**config.mk**
```make
export PLATFORM = sky130hd
export DESIGN_NAME = barrett_for_691
export DESIGN_NICKNAME = d
export VERILOG_FILES = /design/src/rtl/barrett_for_691.sv
export SDC_FILE = /design/constraint.sdc
export NUM_CORES = 1
export LEC_CHECK = 0
export ABC_AREA = 1
export ABC_CLOCK_PERIOD_IN_PS = 4800
export BUFFER_PORTS_ARGS = -buffer_cell sky130_fd_sc_hd__buf_2
export CORE_MARGIN = 5
export CORE_UTILIZATION = 30
export DETAILED_ROUTE_END_ITERATION = 7
export PLACE_DENSITY_LB_ADDON = 0.12
export SLEW_MARGIN = 40
export SYNTH_ARGS = -nofsm -noshare
export SYNTH_HDL_FRONTEND = slang
export SYNTH_SLANG_ARGS = --single-unit
```
**constraint.sdc**
```tcl
create_clock -name clk -period 4.8 [get_ports clk]
set_input_delay 0.96 -clock clk [delete_from_list [all_inputs] [get_ports clk]]
set_output_delay 0.96 -clock clk [all_outputs]
set_load 0.02 [all_outputs]
```
**src/rtl/barrett_for_691.sv**
```systemverilog
// Purpose : x mod 691 for a 19-bit unsigned operand by Barrett reduction (GF(691) post-multiply).
// Latency : 3 cycles, one operand per clock, valid-qualified, in-order.
// Backpres: none; din_valid gaps propagate as dout_valid gaps.
// Option  : define BARRETT_691_RANGE_FLAG_EN to add dout_oor (operand >= 691*691).

module barrett_for_691 (
    input  logic        clk,
    input  logic        rst,
    input  logic        din_valid,
    input  logic [18:0] din_a,
    output logic        dout_valid,
    output logic [9:0]  dout_r
`ifdef BARRETT_691_RANGE_FLAG_EN
    ,
    output logic        dout_oor
`endif
);

    // Modulus, its bit length, and the Barrett constant floor(2^(2K)/P).
    localparam int P    = 691;
    localparam int K    = 10;
    localparam int M    = 1517;
    // Largest product of two canonical residues is (P-1)^2; P*P is the first
    // operand outside that domain.
    localparam int P_SQ = P * P;

    // ------------------------------------------------------------------
    // Stage 1: estimate the quotient numerator.
    // q1 keeps only the top bits of x (x >> (K-1)); multiplying by M gives
    // q2, which after the stage-2 shift approximates floor(x/P) from below
    // by at most 2.
    // ------------------------------------------------------------------
    logic [9:0]  q1_c;
    logic [20:0] q2_c;

    logic        v_s1;
    logic [18:0] x_s1;
    logic [20:0] q2_s1;

    // Constant multiply by M on the truncated operand.
    always_comb begin
        q1_c = 10'(din_a >> (K - 1));
        q2_c = 21'(q1_c) * 21'(M);
    end

    // Register the quotient estimate together with the original operand.
    always_ff @(posedge clk or posedge rst) begin
        if (rst) begin
            v_s1  <= 1'b0;
            x_s1  <= '0;
            q2_s1 <= '0;
        end else begin
            v_s1  <= din_valid;
            x_s1  <= din_a;
            q2_s1 <= q2_c;
        end
    end

    // ------------------------------------------------------------------
    // Stage 2: partial remainder.
    // q3 = q2 >> (K+1) is the quotient estimate; r0 = x - q3*P is kept at
    // full 21-bit width. Because q3 never exceeds the true quotient and
    // trails it by at most 2, r0 lies in [0, 3P).
    // ------------------------------------------------------------------
    logic [20:0] q3_c;
    logic [20:0] prod_c;
    logic [20:0] r0_c;

    logic        v_s2;
    logic [20:0] r0_s2;

    // Constant multiply by P and the subtraction from the operand.
    always_comb begin
        q3_c   = q2_s1 >> (K + 1);
        prod_c = q3_c * 21'(P);
        r0_c   = 21'(x_s1) - prod_c;
    end

    // Register the partial remainder.
    always_ff @(posedge clk or posedge rst) begin
        if (rst) begin
            v_s2  <= 1'b0;
            r0_s2 <= '0;
        end else begin
            v_s2  <= v_s1;
            r0_s2 <= r0_c;
        end
    end

    // ------------------------------------------------------------------
    // Stage 3: final correction, at most two subtractions of P folded into
    // a single select of 0, P or 2P.
    // The comparisons look at every bit of r0; the subtraction itself is
    // done in 10 bits only. That is exact: the true result is below P < 1024,
    // so arithmetic modulo 1024 yields it directly (2P reduces to 358 there).
    // ------------------------------------------------------------------
    logic [9:0] sub_c;
    logic [9:0] res_c;

    // Pick the correction amount and form the canonical residue.
    always_comb begin
        sub_c = '0;
        if (r0_s2 >= 21'(2 * P)) begin
            sub_c = 10'(2 * P);
        end else if (r0_s2 >= 21'(P)) begin
            sub_c = 10'(P);
        end
        res_c = r0_s2[9:0] - sub_c;
    end

    // Output register: the residue only updates on a valid result and
    // otherwise holds the last one, so dout_r never glitches during gaps.
    always_ff @(posedge clk or posedge rst) begin
        if (rst) begin
            dout_valid <= 1'b0;
            dout_r     <= '0;
        end else begin
            dout_valid <= v_s2;
            if (v_s2) begin
                dout_r <= res_c;
            end
        end
    end

`ifdef BARRETT_691_RANGE_FLAG_EN
    // ------------------------------------------------------------------
    // Out-of-range flag: the operand could not have come from a product of
    // two residues. Computed at the input and carried alongside the data so
    // it lines up with dout_valid; like dout_r it holds during gaps.
    // ------------------------------------------------------------------
    logic oor_s1;
    logic oor_s2;

    // Carry the range flag down the same three stages as the operand.
    always_ff @(posedge clk or posedge rst) begin
        if (rst) begin
            oor_s1   <= 1'b0;
            oor_s2   <= 1'b0;
            dout_oor <= 1'b0;
        end else begin
            oor_s1 <= (din_a >= 19'(P_SQ));
            oor_s2 <= oor_s1;
            if (v_s2) begin
                dout_oor <= oor_s2;
            end
        end
    end
`endif

endmodule

```
==> metrics.txt <==
# TYPE chip_impl_metric gauge
chip_impl_metric{name="final-seq-area",unit="sq um"} 1580
chip_impl_info{name="timing_worst_setup_path_type",value="primary input to register"} 1
chip_impl_metric{name="final_hold_viol_count",unit=""} 0
chip_impl_metric{name="initial_antenna_violation_count",unit=""} 0
chip_impl_info{name="critPathLaunchType",value="primary input"} 1
chip_impl_metric{name="fin_crit_sh",unit=""} 0.958
chip_impl_metric{name="fp-row-count",unit=""} 58
chip_impl_metric{name="grt_pass1_wl",unit="um"} 28900
chip_impl_metric{name="yosys_warnings",unit=""} 0
chip_impl_info{name="timing.critical_path.to_type",value="register"} 1
chip_impl_metric{name="routed-via-count",unit=""} 5510
chip_impl_metric{name="clk_latency",unit="ns"} 0.34
chip_impl_metric{name="synthesis.instances",unit=""} 864
chip_impl_metric{name="place_congestion",unit=""} 0.792
chip_impl_metric{name="place.port_buffers",unit=""} 32
chip_impl_metric{name="finalWirelength",unit="um"} 16900
chip_impl_metric{name="area.growth.synth_to_final",unit="%"} 16.0
chip_impl_info{name="clk_root_buffer_cell",value="clkbuf_16"} 1
chip_impl_metric{name="n_antenna_cell",unit=""} 0
chip_impl_metric{name="max_fclk",unit="GHz"} 0.218
chip_impl_info{name="hold_path_class",value="register to register"} 1
chip_impl_metric{name="detail_placement_hpwl",unit="um"} 15100
chip_impl_metric{name="start_util",unit=""} 0.303
chip_impl_metric{name="vias_in_the_first_global_route",unit=""} 5762
chip_impl_info{name="synth_area_leaders",value="ha_1 23%, fa_1 22%, dfrtp_1 21%, inv_1 11%, nand2_1 6.5%"} 1
chip_impl_metric{name="detailedRoute.firstPassIterationCount",unit=""} 4
chip_impl_metric{name="die_height",unit="um"} 169
chip_impl_metric{name="synth-seq-area-share",unit=""} 0.208
chip_impl_info{name="synth_area_leader_cell",value="ha_1"} 1
chip_impl_metric{name="post_route_clock_skew",unit="ns"} 0.00553
chip_impl_metric{name="crit_arrival",unit="ns"} 4.83
chip_impl_metric{name="tritoncts.num_buffers",unit=""} 9
chip_impl_metric{name="post_cts_buffers",unit=""} 0
chip_impl_metric{name="grt_start_max_net_pins",unit=""} 40
chip_impl_metric{name="die_width",unit="um"} 169
chip_impl_metric{name="grtUsageTotal",unit=""} 0.127
chip_impl_metric{name="postRouteAntennaNets",unit=""} 0
chip_impl_metric{name="post_cts_resized",unit=""} 0
chip_impl_metric{name="dp_worst_setup_slack",unit="ns"} -0.247
chip_impl_metric{name="synth_area",unit="sq um"} 7600
chip_impl_metric{name="clock_tree.htree_level_count",unit=""} 3
chip_impl_metric{name="drive_above_1_share",unit=""} 0.118
chip_impl_metric{name="worst_setup_hold_path_clk_slew",unit="ns"} 0.05
chip_impl_metric{name="finalCriticalPeriod",unit="ns"} 4.60
chip_impl_metric{name="core_area",unit="sq um"} 25000
chip_impl_metric{name="final.setup.tns",unit="ns"} 0
chip_impl_info{name="rsz_0062_raised_after_global_routing",value="no"} 1
chip_impl_metric{name="clkSinkCount",unit=""} 63
chip_impl_metric{name="synth_area_per_cell",unit="sq um"} 8.79
chip_impl_metric{name="postSynthRegisterBits",unit=""} 63
chip_impl_metric{name="grt_overflow_total",unit=""} 0
chip_impl_metric{name="syn-num-nets",unit=""} 1108
chip_impl_metric{name="tightest_slew",unit="ns"} 0.572
chip_impl_metric{name="design.final.nets",unit=""} 1197
chip_impl_metric{name="slew_headroom",unit=""} 0.618
chip_impl_metric{name="max_cap_violations",unit=""} 0
chip_impl_metric{name="cts_max_path_buffers",unit=""} 2
chip_impl_info{name="tritoncts",value="yes"} 1
chip_impl_metric{name="worst_hold_stages",unit=""} 0
chip_impl_metric{name="timing.critical_path.fanout_max",unit=""} 4
chip_impl_metric{name="ios",unit=""} 33
chip_impl_metric{name="ctsHoldBuffers",unit=""} 0
chip_impl_metric{name="detail_route.vias_per_cell",unit=""} 4.28
chip_impl_metric{name="cp_data_required_time",unit="ns"} 5.03
chip_impl_metric{name="final-max-slew-violation-count",unit=""} 0
chip_impl_metric{name="drt_iter0_markers",unit=""} 168
chip_impl_metric{name="pnr_worst_setup_slack",unit="ns"} 0.204
chip_impl_info{name="outcome",value="complete, no violations"} 1
chip_impl_metric{name="synth_top_cell_area_share",unit=""} 0.229
chip_impl_metric{name="dieArea",unit="sq um"} 28600
chip_impl_metric{name="finalSetupViolCount",unit=""} 0
chip_impl_metric{name="layout.filler_cells",unit=""} 2640
chip_impl_metric{name="fin_util",unit=""} 0.352
chip_impl_metric{name="remaining_drc_errors",unit=""} 0
chip_impl_metric{name="multi_input_area",unit="sq um"} 5230
chip_impl_metric{name="synth.lib_cells_used.distinct",unit=""} 33
chip_impl_metric{name="drt-wirelength-per-cell",unit="um"} 13.1
chip_impl_metric{name="r2r.worst_path.cells",unit=""} 16
synthesized netlist by cell type:
| master | instances |
|---|---|
| nor3_1 | 10 |
| nand4_1 | 5 |
| a31oi_1 | 5 |
| o21a_1 | 3 |
| a21boi_0 | 4 |
| nand3b_1 | 1 |
| nand2_1 | 132 |
| a211oi_1 | 1 |
| o22a_1 | 1 |
| nor2_2 | 1 |
| fa_1 | 83 |
| nor2_4 | 1 |
| clkbuf_1 | 1 |
| o21ai_0 | 22 |
| nand3_2 | 1 |
| nor2_1 | 43 |
| dfrtp_1 | 63 |
| o21ai_1 | 1 |
| o21bai_1 | 8 |
| buf_4 | 1 |
| xnor2_1 | 7 |
| nand2_2 | 3 |
| a21oi_1 | 40 |
| o211ai_2 | 1 |
| o21ai_2 | 1 |
| a21o_1 | 5 |
| nand3_1 | 43 |
| nor4_2 | 1 |
| inv_1 | 216 |
| nand2_4 | 1 |
| xor2_1 | 18 |
| or2_2 | 2 |
| ha_1 | 139 |
layout by cell type (no fill, tap or decap), types with 2 or more instances in the layout:
| master | n |
|---|---|
| clkinv_2 | 3 |
| xnor2_1 | 7 |
| a21oi_2 | 2 |
| or2_2 | 2 |
| nor3_1 | 9 |
| buf_2 | 32 |
| a21oi_1 | 38 |
| o21ai_0 | 22 |
| buf_4 | 48 |
| xor2_1 | 18 |
| nand2_2 | 4 |
| nand4_1 | 5 |
| a21o_1 | 5 |
| ha_1 | 139 |
| nand3_1 | 43 |
| fa_1 | 83 |
| nor2_1 | 43 |
| o21ai_2 | 2 |
| o21a_1 | 3 |
| inv_1 | 215 |
| a31oi_1 | 5 |
| o21bai_1 | 8 |
| nand2_1 | 131 |
| a21boi_0 | 4 |
| dfrtp_1 | 62 |
| clkbuf_16 | 9 |
flip-flops by register name, summed over array words and instances, names as in the netlist:
| signal | flops |
|---|---|
| dout_valid | 1 |
| x_s1 | 17 |
| q2_s1 | 12 |
| r0_s2 | 21 |
| dout_r | 10 |
| v_s1 | 1 |
| v_s2 | 1 |
final timing paths:
| check | to | slack (ns) | startpoint |
|---|---|---|---|
| setup / recovery | q2_s1[19]$_DFF_PP0_ | 0.20 | din_a[10] |
| hold / removal | v_s2$_DFF_PP0_ | 0.36 | v_s1$_DFF_PP0_ |
| setup reg to reg | r0_s2[20]$_DFF_PP0_ | 0.30 | q2_s1[17]$_DFF_PP0_ |
| hold reg to reg | v_s2$_DFF_PP0_ | 0.36 | v_s1$_DFF_PP0_ |
| max in group asynchronous | dout_r[7]$_DFFE_PP0P_ | 3.22 | rst |
| min in group asynchronous | x_s1[5]$_DFF_PP0_ | 0.67 | rst |
cell families after synthesis:
group                      synth area share
DFF                                   0.208
buffers and inverters                 0.108
adders and majority gates             0.448
xor gates and xnor gates             0.0288
and+or+nand+nor                       0.137
AOI/OAI and AO/OA                    0.0703
layer usage:
metal  up-vias  track usage  wire length, um
li1       2889            -                -
met1      2577        0.170             8060
met2        34        0.217             8330
met3        10       0.0184              286
met4         0       0.0305              181
met5         -            0                0
stage by stage:
stage | cell area, sq um | hold WS [ns] | instances
after floorplan | 7600 | 0.331 | 864
after global placement | 8520 | 0.333 | 1272
after detailed placement | 8520 | 0.339 | 1272
after CTS | 8780 | 0.361 | 1287
after global routing | 8810 | 0.362 | 1287
final | 8810 | 0.358 | 1287
worst max-delay path, stage by stage:
cell,delay (ns)
buf_2,0.13
fa_1,0.57
inv_1,0.06
fa_1,0.52
fa_1,0.45
fa_1,0.52
fa_1,0.52
inv_1,0.04
ha_1,0.34
a21oi_2,0.15
o21ai_0,0.11
a21oi_1,0.14
nand2_1,0.09
nand2_1,0.08
nand2_1,0.05
nand2_1,0.06
nand2_1,0.04
final cells by class:
type	instances	share of cell area
multi-input combinational	583	0.593
sequential	63	0.179
inverter	216	0.0920
timing repair buffer	80	0.0591
tap	330	0.0469
clock buffer	11	0.0275
clock inverter	4	0.00256
Power is not shown: default switching activity piles up to over one toggle a cycle in this logic, so the estimate is an artifact.
